[config.mk]
export PLATFORM = sky130hd
export DESIGN_NAME = tcon_timing_pattern_gen
export DESIGN_NICKNAME = d
export VERILOG_FILES = /design/src/rtl/tcon_timing_pattern_gen.sv
export SDC_FILE = /design/constraint.sdc
export NUM_CORES = 1
export LEC_CHECK = 0
export BUFFER_PORTS_ARGS = -buffer_cell sky130_fd_sc_hd__buf_2
export CAP_MARGIN = 20
export CORE_AREA = 5 5 139 88
export DETAILED_ROUTE_END_ITERATION = 10
export DIE_AREA = 0 0 144 93
export PLACE_DENSITY_LB_ADDON = 0.2
export RECOVER_POWER = 50
export SETUP_SLACK_MARGIN = 0.15
export SYNTH_ARGS = -nofsm -noshare
export SYNTH_HDL_FRONTEND = slang
export SYNTH_SLANG_ARGS = --single-unit
[constraint.sdc]
create_clock -name clk -period 3.6 [get_ports clk]
set_input_delay 0.36 -clock clk [delete_from_list [all_inputs] [get_ports clk]]
set_output_delay 0.36 -clock clk [all_outputs]
set_load 0.01 [all_outputs]
[src/rtl/tcon_timing_pattern_gen.sv]
// Synthesizable tcon timing and test-pattern generator: vsync/hsync/de plus solid, ramp, bar or checker pixels.
// Optional frame CRC-16-CCITT on pix_out is enabled by defining TPG_CRC_EN.
module tcon_timing_pattern_gen #(
    parameter int DW            = 8,
    parameter int CH            = 3,
    parameter int WIDTH         = 1280,
    parameter int HEIGHT        = 800,
    parameter int HSYNC_WIDTH   = 1,
    parameter int H_BACK_PORCH  = 10,
    parameter int H_FRONT_PORCH = 10,
    parameter int VSYNC_WIDTH   = 1,
    parameter int V_BACK_PORCH  = 1,
    parameter int V_FRONT_PORCH = 1,
    parameter int RAMP_SHIFT    = 0,
    parameter int CHK_SHIFT     = 3
) (
    input  logic             clk,
    input  logic             rstn,
    input  logic             en,
    input  logic [1:0]       reg_mode,
    input  logic [CH*DW-1:0] reg_solid,
    output logic             vsync,
    output logic             hsync,
    output logic             de,
    output logic [CH*DW-1:0] pix_out,
    output logic             frame_end,
    output logic             busy
`ifdef TPG_CRC_EN
    ,
    output logic [15:0]      crc_out,
    output logic             crc_valid
`endif
);

    localparam int PW      = CH * DW;
    localparam int H_TOTAL = HSYNC_WIDTH + H_BACK_PORCH + WIDTH + H_FRONT_PORCH;
    localparam int V_TOTAL = VSYNC_WIDTH + V_BACK_PORCH + HEIGHT + V_FRONT_PORCH;
    localparam int HW      = $clog2(H_TOTAL + 1);
    localparam int VW      = $clog2(V_TOTAL + 1);
    localparam int H_ACT   = HSYNC_WIDTH + H_BACK_PORCH;
    localparam int V_ACT   = VSYNC_WIDTH + V_BACK_PORCH;
    localparam int BAR_W   = WIDTH / 8;
    localparam int BAR_DIV = (BAR_W == 0) ? 1 : BAR_W;

    typedef enum logic [1:0] {IDLE = 2'd0, RUN = 2'd1, STOP = 2'd2} state_t;

    state_t          state_q, state_d;
    logic [HW-1:0]   h_cnt;
    logic [VW-1:0]   v_cnt;
    logic            h_last, v_last, frame_wrap;
    logic [1:0]      mode_s;
    logic [PW-1:0]   solid_s;
    logic            vsync_d, hsync_d, de_d, frame_end_d;
    logic [PW-1:0]   pix_d, pix_pat;
    logic [HW-1:0]   x_pos;
    logic [VW-1:0]   y_pos;
    logic [31:0]     x32, bar_k;
    logic [2:0]      bar_code;
    logic            chk_odd;

    assign h_last     = (h_cnt == HW'(H_TOTAL - 1));
    assign v_last     = (v_cnt == VW'(V_TOTAL - 1));
    assign frame_wrap = h_last && v_last;
    assign busy       = (state_q != IDLE);

    always_ff @(posedge clk or negedge rstn) begin
        if (!rstn) state_q <= IDLE;
        else       state_q <= state_d;
    end

    // Once started, a frame always runs to its end; en only decides whether another follows.
    always_comb begin
        state_d = state_q;
        case (state_q)
            IDLE:    if (en) state_d = RUN;
            RUN:     if (!en) state_d = frame_wrap ? IDLE : STOP;
            STOP:    if (en) state_d = RUN;
                     else if (frame_wrap) state_d = IDLE;
            default: state_d = IDLE;
        endcase
    end

    always_ff @(posedge clk or negedge rstn) begin
        if (!rstn) begin
            h_cnt <= '0;
            v_cnt <= '0;
        end else if (state_q == IDLE) begin
            h_cnt <= '0;
            v_cnt <= '0;
        end else if (h_last) begin
            h_cnt <= '0;
            v_cnt <= v_last ? '0 : v_cnt + 1'b1;
        end else begin
            h_cnt <= h_cnt + 1'b1;
        end
    end

    always_ff @(posedge clk or negedge rstn) begin
        if (!rstn) begin
            mode_s  <= '0;
            solid_s <= '0;
        end else if (h_cnt == '0 && v_cnt == '0) begin
            mode_s  <= reg_mode;
            solid_s <= reg_solid;
        end
    end

    assign x_pos = h_cnt - HW'(H_ACT);
    assign y_pos = v_cnt - VW'(V_ACT);

    always_comb begin
        x32      = 32'(x_pos);
        bar_k    = x32 / 32'(BAR_DIV);
        bar_code = 3'(32'd7 - ((bar_k > 32'd7) ? 32'd7 : bar_k));
        chk_odd  = 1'((x32 ^ 32'(y_pos)) >> CHK_SHIFT);
        pix_pat  = '0;
        case (mode_s)
            2'd0: pix_pat = solid_s;
            2'd1: for (int c = 0; c < CH; c++) pix_pat[c*DW +: DW] = DW'(x32 >> RAMP_SHIFT);
            2'd2: for (int c = 0; c < CH; c++) pix_pat[c*DW +: DW] = bar_code[2 - (c % 3)] ? {DW{1'b1}} : '0;
            default: pix_pat = chk_odd ? '0 : {PW{1'b1}};
        endcase
    end

    always_comb begin
        vsync_d     = 1'b0;
        hsync_d     = 1'b0;
        de_d        = 1'b0;
        frame_end_d = 1'b0;
        pix_d       = '0;
        if (state_q != IDLE) begin
            hsync_d     = (h_cnt < HW'(HSYNC_WIDTH));
            vsync_d     = (v_cnt < VW'(VSYNC_WIDTH));
            de_d        = (h_cnt >= HW'(H_ACT)) && (h_cnt < HW'(H_ACT + WIDTH)) &&
                          (v_cnt >= VW'(V_ACT)) && (v_cnt < VW'(V_ACT + HEIGHT));
            frame_end_d = frame_wrap;
            if (de_d) pix_d = pix_pat;
        end
    end

    always_ff @(posedge clk or negedge rstn) begin
        if (!rstn) begin
            vsync     <= 1'b0;
            hsync     <= 1'b0;
            de        <= 1'b0;
            frame_end <= 1'b0;
            pix_out   <= '0;
        end else begin
            vsync     <= vsync_d;
            hsync     <= hsync_d;
            de        <= de_d;
            frame_end <= frame_end_d;
            pix_out   <= pix_d;
        end
    end

`ifdef TPG_CRC_EN
    logic [15:0] crc_acc;

    function automatic logic [15:0] crc16_step(input logic [15:0] crc_in, input logic [PW-1:0] data);
        logic [15:0] c;
        c = crc_in;
        for (int i = PW - 1; i >= 0; i--) begin
            if (c[15] ^ data[i]) c = {c[14:0], 1'b0} ^ 16'h1021;
            else                 c = {c[14:0], 1'b0};
        end
        return c;
    endfunction

    // The accumulator follows the registered pixel stream, so it closes one cycle after frame_end.
    always_ff @(posedge clk or negedge rstn) begin
        if (!rstn) begin
            crc_acc   <= 16'hFFFF;
            crc_out   <= '0;
            crc_valid <= 1'b0;
        end else begin
            crc_valid <= frame_end;
            if (frame_end) begin
                crc_out <= crc_acc;
                crc_acc <= 16'hFFFF;
            end else if (state_q == IDLE) begin
                crc_acc <= 16'hFFFF;
            end else if (de) begin
                crc_acc <= crc16_step(crc_acc, pix_out);
            end
        end
    end
`endif

endmodule

Word-level counts from Yosys, hierarchy flattened

Index checks and enable logic that the tools add are counted.

Flip-flop bits (word level): 77
Bits in latches: 0
Memory bits (writable): 0
ROM bits: 0
Output and inout bits: 29
Memories: 0

Add/subtract/negate cells: 5
Multiply operators: 0
Div/mod/pow operators: 1
Order comparisons: 7
Eq/ne operators: 9
Shifts and indexed selects: 0
Muxes and demuxes: 23
Bitwise gates (word level): 1
Reduce and logical (&&, ||, !) cells: 12

Operators with widths:

| operator                                                                             | number |
|---|---|
| 24-bit two-way mux                                                                   | 3 |
| 24-bit one-hot mux with 3 select lines                                               | 1 |
| 11-bit by 8-bit divider with 32-bit output, second input constant                    | 1 |
| 32-bit by 3-bit greater-than comparator with 1-bit output, second input constant     | 1 |
| 10-bit two-way mux                                                                   | 3 |
| 8-bit two-way mux                                                                    | 3 |
| 11-bit two-way mux                                                                   | 2 |
| 11-bit by 1-bit adder with 11-bit output, second input constant                      | 1 |
| 11-bit == test, second input constant                                                | 1 |
| 11-bit by 4-bit greater-or-equal comparator with 1-bit output, second input constant | 1 |
| 11-bit logical NOT                                                                   | 1 |
| 11-bit by 1-bit < comparator with 1-bit output, second input constant                | 1 |
| 11-bit < comparator, second input constant                                           | 1 |
| 11-bit by 4-bit subtractor with 11-bit output, second input constant                 | 1 |
| 10-bit by 1-bit adder with 10-bit output, second input constant                      | 1 |
| 10-bit == test, second input constant                                                | 1 |
| 10-bit by 2-bit greater-or-equal comparator with 1-bit output, second input constant | 1 |
| 10-bit logical NOT                                                                   | 1 |
| 10-bit by 1-bit < comparator with 1-bit output, second input constant                | 1 |
| 10-bit < comparator, second input constant                                           | 1 |
| 2-bit two-way mux                                                                    | 5 |
| 2-bit one-hot mux with 3 select lines                                                | 1 |
| 1-bit logical AND                                                                    | 5 |
| 2-bit by 1-bit == test with 1-bit output, second input constant                      | 2 |
| 11 further kinds                                                                     | 18 |

Logic depth before layout (Yosys ltp)

Gate-level depths: netlist of run 1.

Depth after elaboration: 9
Gate-level depth with buffers: 12
Mapped depth without buffers: 11

Least setup slack after synthesis of run 1

No wires, ideal clock.

Kind: flip-flop to flip-flop
From: register h_cnt[0]
To: register pix_out[16]
Arrival: 2,949 ps
Required time: 3,517 ps
Setup slack: 567 ps
Cell stages (with the launch flop): 13
Path buffers: 1
Period minus slack after synthesis: 3,033 ps
Cells stage by stage: dfrtp_1 -> ha_1 -> clkbuf_1 -> o21a_1 -> o32ai_1 -> a22oi_1 -> ha_1 -> nor2b_1 -> a31o_1 -> a32oi_2 -> o311ai_1 -> o221ai_4 -> o22ai_1

Word-level cells in the longest chain between the ends: 9

RTL lines:

| what                                                      | RTL line | text |
|---|---|---|
| start: declaration                                        | 48       | `logic [HW-1:0] h_cnt;` |
| start signal: assignment                                  | 94       | `h_cnt <= h_cnt + 1'b1;` |
| 11-bit by 4-bit subtractor with 11-bit output             | 108      | `assign x_pos = h_cnt - HW'(H_ACT);` |
| 11-bit by 8-bit divider with 32-bit output                | 113      | `bar_k = x32 / 32'(BAR_DIV);` |
| 32-bit by 3-bit greater-than comparator with 1-bit output | 114      | `bar_code = 3'(32'd7 - ((bar_k > 32'd7) ? 32'd7 : bar_k));` |
| 3-bit two-way mux                                         | 114      |  |
| 3-bit subtractor                                          | 114      |  |
| 8-bit two-way mux                                         | 120      | `2'd2: for (int c = 0; c < CH; c++) pix_pat[c*DW +: DW] = bar_code[2 - (c % 3)] ? {DW{1'b1}} : '0;` |
| 24-bit one-hot mux with 3 select lines                    | 117      | `case (mode_s)` |
| 24-bit two-way mux *                                      | 137      | `if (de_d) pix_d = pix_pat;` |
| 24-bit two-way mux *                                      | 131      | `if (state_q != IDLE) begin` |
| via pix_d[16]                                             | 54       | `logic [PW-1:0] pix_d, pix_pat;` |
| end signal: assignment                                    | 153      | `pix_out <= pix_d;` |
| end: declaration                                          | 25       | `output logic [CH*DW-1:0] pix_out,` |

Mark *: on every way through the listed nets, which the timed path passes. The rest lies on a longest branch.
A chain may end at the register's enable or synchronous reset.

Final worst setup path of run 1

From: register h_cnt[0]
To: register pix_out[12]

The elaborated chain is that of the path after synthesis.

==> flow_summary_export.csv, run 1 <==
group,metric,value,unit
setup_path,cp.arrival,3440,ps
synthesis,synth_seq_cells,77,
synthesis,yosysWarnings,0,
timing,slew_headroom,-0.06598,
grt,grt_pass1_wl,18860,um
grt,busiest_layer,"met1",
final_layout,regArea,1927,um2
timing,rsz0062_at_grt,"no",
floorplanning,dieArea,13390,um2
cts,cts_tree,"built",
final_layout,multiInputGateArea,2255,um2
power_and_ir_drop,cellLeakagePower,2.242,nW
final_layout,fin_nets,529,
grt,use_met1,0.2844,
timing,setup_viol,0,
final_layout,area_growth,18.97,%
synthesis,syn_inst,434,
timing,hold_viol,0,
place,dp_hpwl,8326,um
timing,fmax,307.8,MHz
floorplanning,die_w,144,um
detailed_routing,drtIter0Drc,277,
final_layout,drive_above_1_share,0.2475,
timing,finalWorstSetupSlack,351.6,ps
grt,grtUsageMet2,0.2337,
floorplanning,die_h,93,um
timing,fin_crit,3248,ps
synthesis,synthFlopType,"dfrtp_1",
synthesis,synth_xor_area_frac,0.04085,
setup_path,crit_slowest_cell,"dfrtp_1",
final_layout,antennaDiodeCount,0,
setup_path,worstSetupPathType,"reg -> reg",
cts,h-tree-depth,3,
timing,worst_slew_pin_slew,1599,ps
timing,period_share,0.9023,
detailed_routing,routed_via_density,5.515,
grt,grt_pass1_vias,3476,
synthesis,synth-simple-area-share,0.1757,
synthesis,synth_area,4288,um2
synthesis,yosysUniqueCellTypes,63,
setup_path,path_cells,"buf_4 -> a21o_1 -> o32ai_2 -> a22oi_2 -> ha_1 -> nor2b_1 -> a21boi_0 -> a211oi_2 -> a2bb2oi_2 -> o211ai_4 -> a31oi_1",
synthesis,synth-compound-area-share,0.1999,
power_and_ir_drop,p_total,2.975,mW
detailed_routing,drt-total-wl,11610,um
detailed_routing,antenna_left,0,
setup_path,required,3800,ps
timing,skew,7.841,ps
floorplanning,core_area,10920,um2
cts,cts.clk_slew.worst_paths,70,ps
final_layout,fill_cells,1026,
grt,overflow,0,
synthesis,ys_seq_area_frac,0.4494,
min_path,hold_class,"in -> reg",
cts,cts_sinks,77,
timing,drv_slew,66,
detailed_routing,dr_total_vias,3535,
floorplanning,io_pins,58,
synthesis,synth.net_count,471,
place,place_ws,160.1,ps
place,port_buffers,57,
setup_path,crit_path_max_fanout,13,
cts,clock_latency,340,ps
timing,final.setup.tns,0,ps
synthesis,synth_top_family_by_area,"compound AO/OA/AOI/OAI gates",
floorplanning,rows,30,
synthesis,postSynthAreaPerCell,9.880,um2
synthesis,synth-edff-count,0,
cts,cts_root_buf,"clkbuf_16",
detailed_routing,wl_per_cell,18.11,um
setup_path,cp-end-kind,"flip-flop",
outcome,violations,"max-capacitance violations, max-slew violations",
grt,grt_max_degree,78,
detailed_routing,firstDrtPassIters,5,
cts,cts_buffers,9,
power_and_ir_drop,power_density,583.2,nW/um2
power_and_ir_drop,ir_drop,0.2883,mV
job,cap_viol_max_count,1,
setup_path,max_stage_delay,390,ps
grt,antenna_found_initial,0,
grt,use_met3,0.05468,
detailed_routing,drc,0,
floorplanning,initial_core_util,0.3926,
synthesis,synthMuxAreaShare,0.07558,
synthesis,async_reset_ff_frac,1.000,
setup_path,startpoint_type,"flip-flop",
synthesis,synth_fa_ha_area_frac,0.02334,
grt,gr-usage-all-layers,0.1800,
outcome,status,"finished with violations",
cts,cts_buffer_depth,2,
place,gp_congestion,0.9593,
## power by group
group / total (mW) / internal (mW) / leakage (nW) / switching (mW)
sequential: 1.21 / 1.03 / 1.01 / 0.181
clock: 0.945 / 0.566 / 0.152 / 0.379
combinational: 0.815 / 0.400 / 1.08 / 0.416
## cell families (layout without fill, tap and decap cells)
family	count (synthesis)	in the layout
mux	29	29
simple gates	141	141
flops	77	77
buf+inv	37	100
fa+ha+maj	8	8
compound gates	122	122
xor+xnor	20	20
## path summary, 6_finish.rpt
path	startpoint	end	slack (ps)	depth (start not counted)
worst max-delay path	h_cnt[0]	pix_out[12]	350	11
worst min-delay path	en	state_q[1]	190	2
worst max register to register	h_cnt[0]	pix_out[12]	350	11
worst min register to register	solid_s[0]	solid_s[0]	500	1
max in group asynchronous	rstn	v_cnt[2]	970	3
min in group asynchronous	rstn	v_cnt[7]	610	2
## flip-flops by register name, summed over array words and instances, names as in the netlist
register	flops
hsync	1
mode_s	2
solid_s	24
v_cnt	10
vsync	1
pix_out	24
state_q	2
frame_end	1
h_cnt	11
de	1
## placed cells by master, fill, tap and decap left out, types with 4 or more instances in the layout
cell	netlist	layout
dfrtp_1	77	77
buf_2	4	43
nor2_1	28	28
nand2_1	27	27
mux2_2	27	27
a21oi_1	25	25
o21ai_0	22	22
o22ai_1	18	18
nor2b_1	17	17
clkbuf_1	19	15
nand3_1	14	14
buf_4	0	14
xnor2_1	12	12
inv_1	10	10
nor3_1	11	9
nand2b_1	9	9
and3_1	9	9
clkbuf_16	0	9
xor2_1	8	8
a31oi_1	8	8
a21boi_0	7	7
ha_1	8	7
nand4_1	5	5
o21a_1	4	4
a211oi_1	4	4
nand3b_1	4	4
## metrics by stage
stage / cells / utilization / area (um2) / hold slack (ps)
5_1_grt: 641 / 0.4670 / 5101 / 189.8
3_5_place_dp: 621 / 0.4340 / 4741 / 487.4
4_1_cts: 637 / 0.4624 / 5051 / 183.5
2_1_floorplan: 434 / - / 4288 / 64.41
3_3_place_gp: 621 / 0.4340 / 4741 / 484.1
6_report: 641 / 0.4670 / 5101 / 190.4
## area by class of cell
class | instances | share of cell area
multi-input combinational | 320 | 0.4420
inverter | 11 | 0.008094
clock buffer | 11 | 0.04758
sequential | 77 | 0.3777
clock inverter | 5 | 0.01325
tap | 144 | 0.03532
timing repair buffer | 73 | 0.07604
## per-layer routing
layer,wire (um),vias to the layer above
met5,0,-
met4,153,0
met3,820,14
met2,4608,107
met1,6028,1725
li1,-,1689
## timing repair
item / in CTS / in global routing
endpoints found under the hold margin: 0 / 12
resized for setup: 0 / 7
endpoints found under the setup margin: 0 / 21
hold buffers: 0 / 1
setup buffers: 0 / 2
## synth_stat cells, types with 2 or more instances
cell	count	area, um2
a211o_1	2	17.52
a211oi_1	4	30.03
a21boi_0	7	52.55
a21o_1	3	22.52
a21oi_1	25	125.1
a31o_2	2	17.52
a31oi_1	8	50.05
and2_1	3	18.77
and3_1	9	56.30
buf_1	2	7.510
buf_2	4	20.02
clkbuf_1	19	71.32
dfrtp_1	77	1927
ha_1	8	100.1
inv_1	10	37.54
mux2_2	27	304.0
mux2i_1	2	20.02
nand2_1	27	101.4
nand2b_1	9	56.30
nand3_1	14	70.07
nand3b_1	4	30.03
nand4_1	5	31.28
nor2_1	28	105.1
nor2b_1	17	106.4
nor3_1	11	55.05
nor4_1	3	18.77
o211ai_1	2	15.01
o211ai_2	2	25.02
o21a_1	4	30.03
o21ai_0	22	110.1
o21ai_1	2	10.01
o22ai_1	18	112.6
o31ai_1	3	22.52
or2_1	2	12.51
or3_1	2	12.51
or4_1	2	15.01
xnor2_1	12	105.1
xor2_1	8	70.07
## worst max-delay path, delay by kind of cell, from the launching register on
kind            cells  cell delay (ps)
compound gates      8             2010
flops               1              390
simple gates        1              200
fa+ha+maj           1              340
buf+inv             1              190
No activity file was read; power rests on OpenSTA's default activity.
==> inputs of run 2 (changes only) <==
--- a/config.mk
+++ b/config.mk
@@ -7,9 +7,9 @@
 export LEC_CHECK = 0
 export BUFFER_PORTS_ARGS = -buffer_cell sky130_fd_sc_hd__buf_2
 export CAP_MARGIN = 20
-export CORE_AREA = 5 5 139 88
+export CORE_AREA = 5 5 118 75
 export DETAILED_ROUTE_END_ITERATION = 10
-export DIE_AREA = 0 0 144 93
+export DIE_AREA = 0 0 123 80
 export PLACE_DENSITY_LB_ADDON = 0.2
 export RECOVER_POWER = 50
 export SETUP_SLACK_MARGIN = 0.15
==> run 2 against run 1 <==
Net effect:
- the flow finishes with violations (max-capacitance violations)
- core utilization is 19 points higher
- sequential power barely moved
- highest routed layer unchanged
- global-route usage rose by 5.8 points
- critical path depth down 1
- clock-buffer cell count fell by 2
- sequential share of layout area rose by 0.49 points
==> flow_summary_export.csv, run 2 (synthesis results as in run 1) <==
group,metric,value,unit
outcome,status,"finished with violations",
outcome,violations,"max-capacitance violations",
final_layout,fill_cells,611,
timing,rsz0062_at_grt,"no",
final_layout,most-common-layout-cells,"dfrtp_1, buf_2, nor2_1",
place,port_buffers,57,
detailed_routing,antenna_left,0,
floorplanning,io_pins,58,
grt,grt_pass1_vias,3464,
cts,cts_sinks,77,
cts,cts_buffer_depth,2,
detailed_routing,dr_total_vias,3681,
cts,cts_root_buf,"clkbuf_16",
setup_path,rr_endpoint,"pix_out[10]",
timing,hold_viol,0,
cts,clock_latency,350,ps
min_path,hold_class,"in -> reg",
final_layout,final_cells,600,
cts,cts_buffers,9,
grt,antenna_found_initial,0,
detailed_routing,wl_per_cell,18.50,um
setup_path,crit_end,"pix_out[10]",
setup_path,startpoint_type,"flip-flop",
timing,fin_crit,3220,ps
detailed_routing,firstDrtPassIters,6,
timing,drv_slew,0,
place,dp_hpwl,7622,um
final_layout,fin_nets,524,
setup_path,cp.arrival,3420,ps
power_and_ir_drop,power_density,594.0,nW/um2
timing,holdWs,175.0,ps
final_layout,final_util,0.6580,
final_layout,final_common_cell,"dfrtp_1",
power_and_ir_drop,p_total,2.995,mW
setup_path,reg2regPathDepth,10,
setup_path,required,3800,ps
power_and_ir_drop,ir_drop,0.3554,mV
floorplanning,dieArea,9840,um2
timing,setup_viol,0,
detailed_routing,routed_via_density,6.135,
place,gp_congestion,0.9049,
final_layout,antennaDiodeCount,0,
job,cap_viol_max_count,1,
timing,period_share,0.8943,
cts,cts_tree,"built",
detailed_routing,drt-total-wl,11100,um
setup_path,r2r-start,"h_cnt[6]",
final_layout,reg.largest.list,"pix_out: 24 flops, solid_s: 24 flops, h_cnt: 11 flops",
detailed_routing,drc,0,
setup_path,worstSetupPathType,"reg -> reg",
grt,gr-usage-all-layers,0.2384,
grt,grt_max_degree,78,
timing,slew_headroom,0.001265,
final_layout,area_growth,17.60,%
floorplanning,die_h,80,um
place,dp_cells,581,
timing,worst_slew_pin_slew,1498,ps
setup_path,r2r_slack,380,ps
grt,grt_pass1_wl,17950,um
floorplanning,die_w,123,um
power_and_ir_drop,cellLeakagePower,2.222,nW
cts,cts.clk_slew.worst_paths,60,ps
floorplanning,initial_core_util,0.5595,
timing,skew,8.836,ps
timing,fmax,310.6,MHz
final_layout,drive_above_1_share,0.2480,
setup_path,cp-end-kind,"flip-flop",
setup_path,crit_path_max_fanout,10,
floorplanning,core_area,7664,um2
timing,final.setup.tns,0,ps
detailed_routing,drtIter0Drc,390,
setup_path,crit_start,"h_cnt[6]",
grt,overflow,0,
cts,h-tree-depth,3,
floorplanning,rows,25,
## run 2: cell types whose count changed in the layout (fill, tap and decap cells not counted), sizes merged
cell | previous run | this run
clkinv | 3 | 5
buf | 57 | 52
inv | 12 | 11
bufinv | 1 | 2
clkbuf | 26 | 24
## run 2: how the worst min path moves through the flow
stage / startpoint / to / depth (start not counted) / slack (ps)
floorplan: rstn / de / 0 / 60
global placement: state_q[1] / state_q[0] / 1 / 480
detailed placement: solid_s[6] / solid_s[6] / 1 / 490
CTS: en / state_q[1] / 2 / 170
global route: en / state_q[1] / 2 / 180
finish: en / state_q[1] / 2 / 170
## run 2: repair_timing
item	CTS	global route
cloned	0	0
endpoints found under the hold margin	0	15
gates resized for setup	1	9
pin swaps	1	3
buffers inserted	0	1
setup endpoints to repair	5	18
hold buffers	0	1
## run 2: cell type report
class | count | area (um2) | share of cell area
multi-input cells | 320 | 2262 | 0.4486
flip-flops and latches | 77 | 1929 | 0.3826
repair buffers | 68 | 350.3 | 0.06948
clock buffers | 9 | 225.2 | 0.04466
well taps | 108 | 135.1 | 0.02680
clock inverters | 7 | 98.84 | 0.01960
inverters | 11 | 41.29 | 0.008189
## run 2: per-layer routing
metal,share of wire,global-route usage,up-vias
li1,-,-,1688
met1,0.47,0.3502,1794
met2,0.42,0.3297,173
met3,0.093,0.07365,26
met4,0.019,0.08398,0
met5,0,0,-
## run 2: where the power goes
group	internal, mW	leakage, nW	switching [mW]
logic	0.391	1.06	0.406
registers	1.03	1.00	0.175
clock network	0.611	0.161	0.377
total	2.04	2.22	0.958
## run 2: stage by stage
stage	instance area (um2)	setup slack (ps)
3_5_place_dp	4666	119.6
3_3_place_gp	4666	379.9
4_1_cts	4999	177.2
6_report	5042	380.5
2_1_floorplan	4288	567.5
5_1_grt	5042	177.8
## run 2: critical path, cell delays in order (launching register included)
cell,delay (ps)
dfrtp_2,490
nor4_4,440
o21ai_1,210
a22oi_2,310
ha_4,270
nor2b_2,160
a21boi_0,150
a211oi_2,370
a2bb2oi_2,170
o211ai_4,360
a31oi_1,150
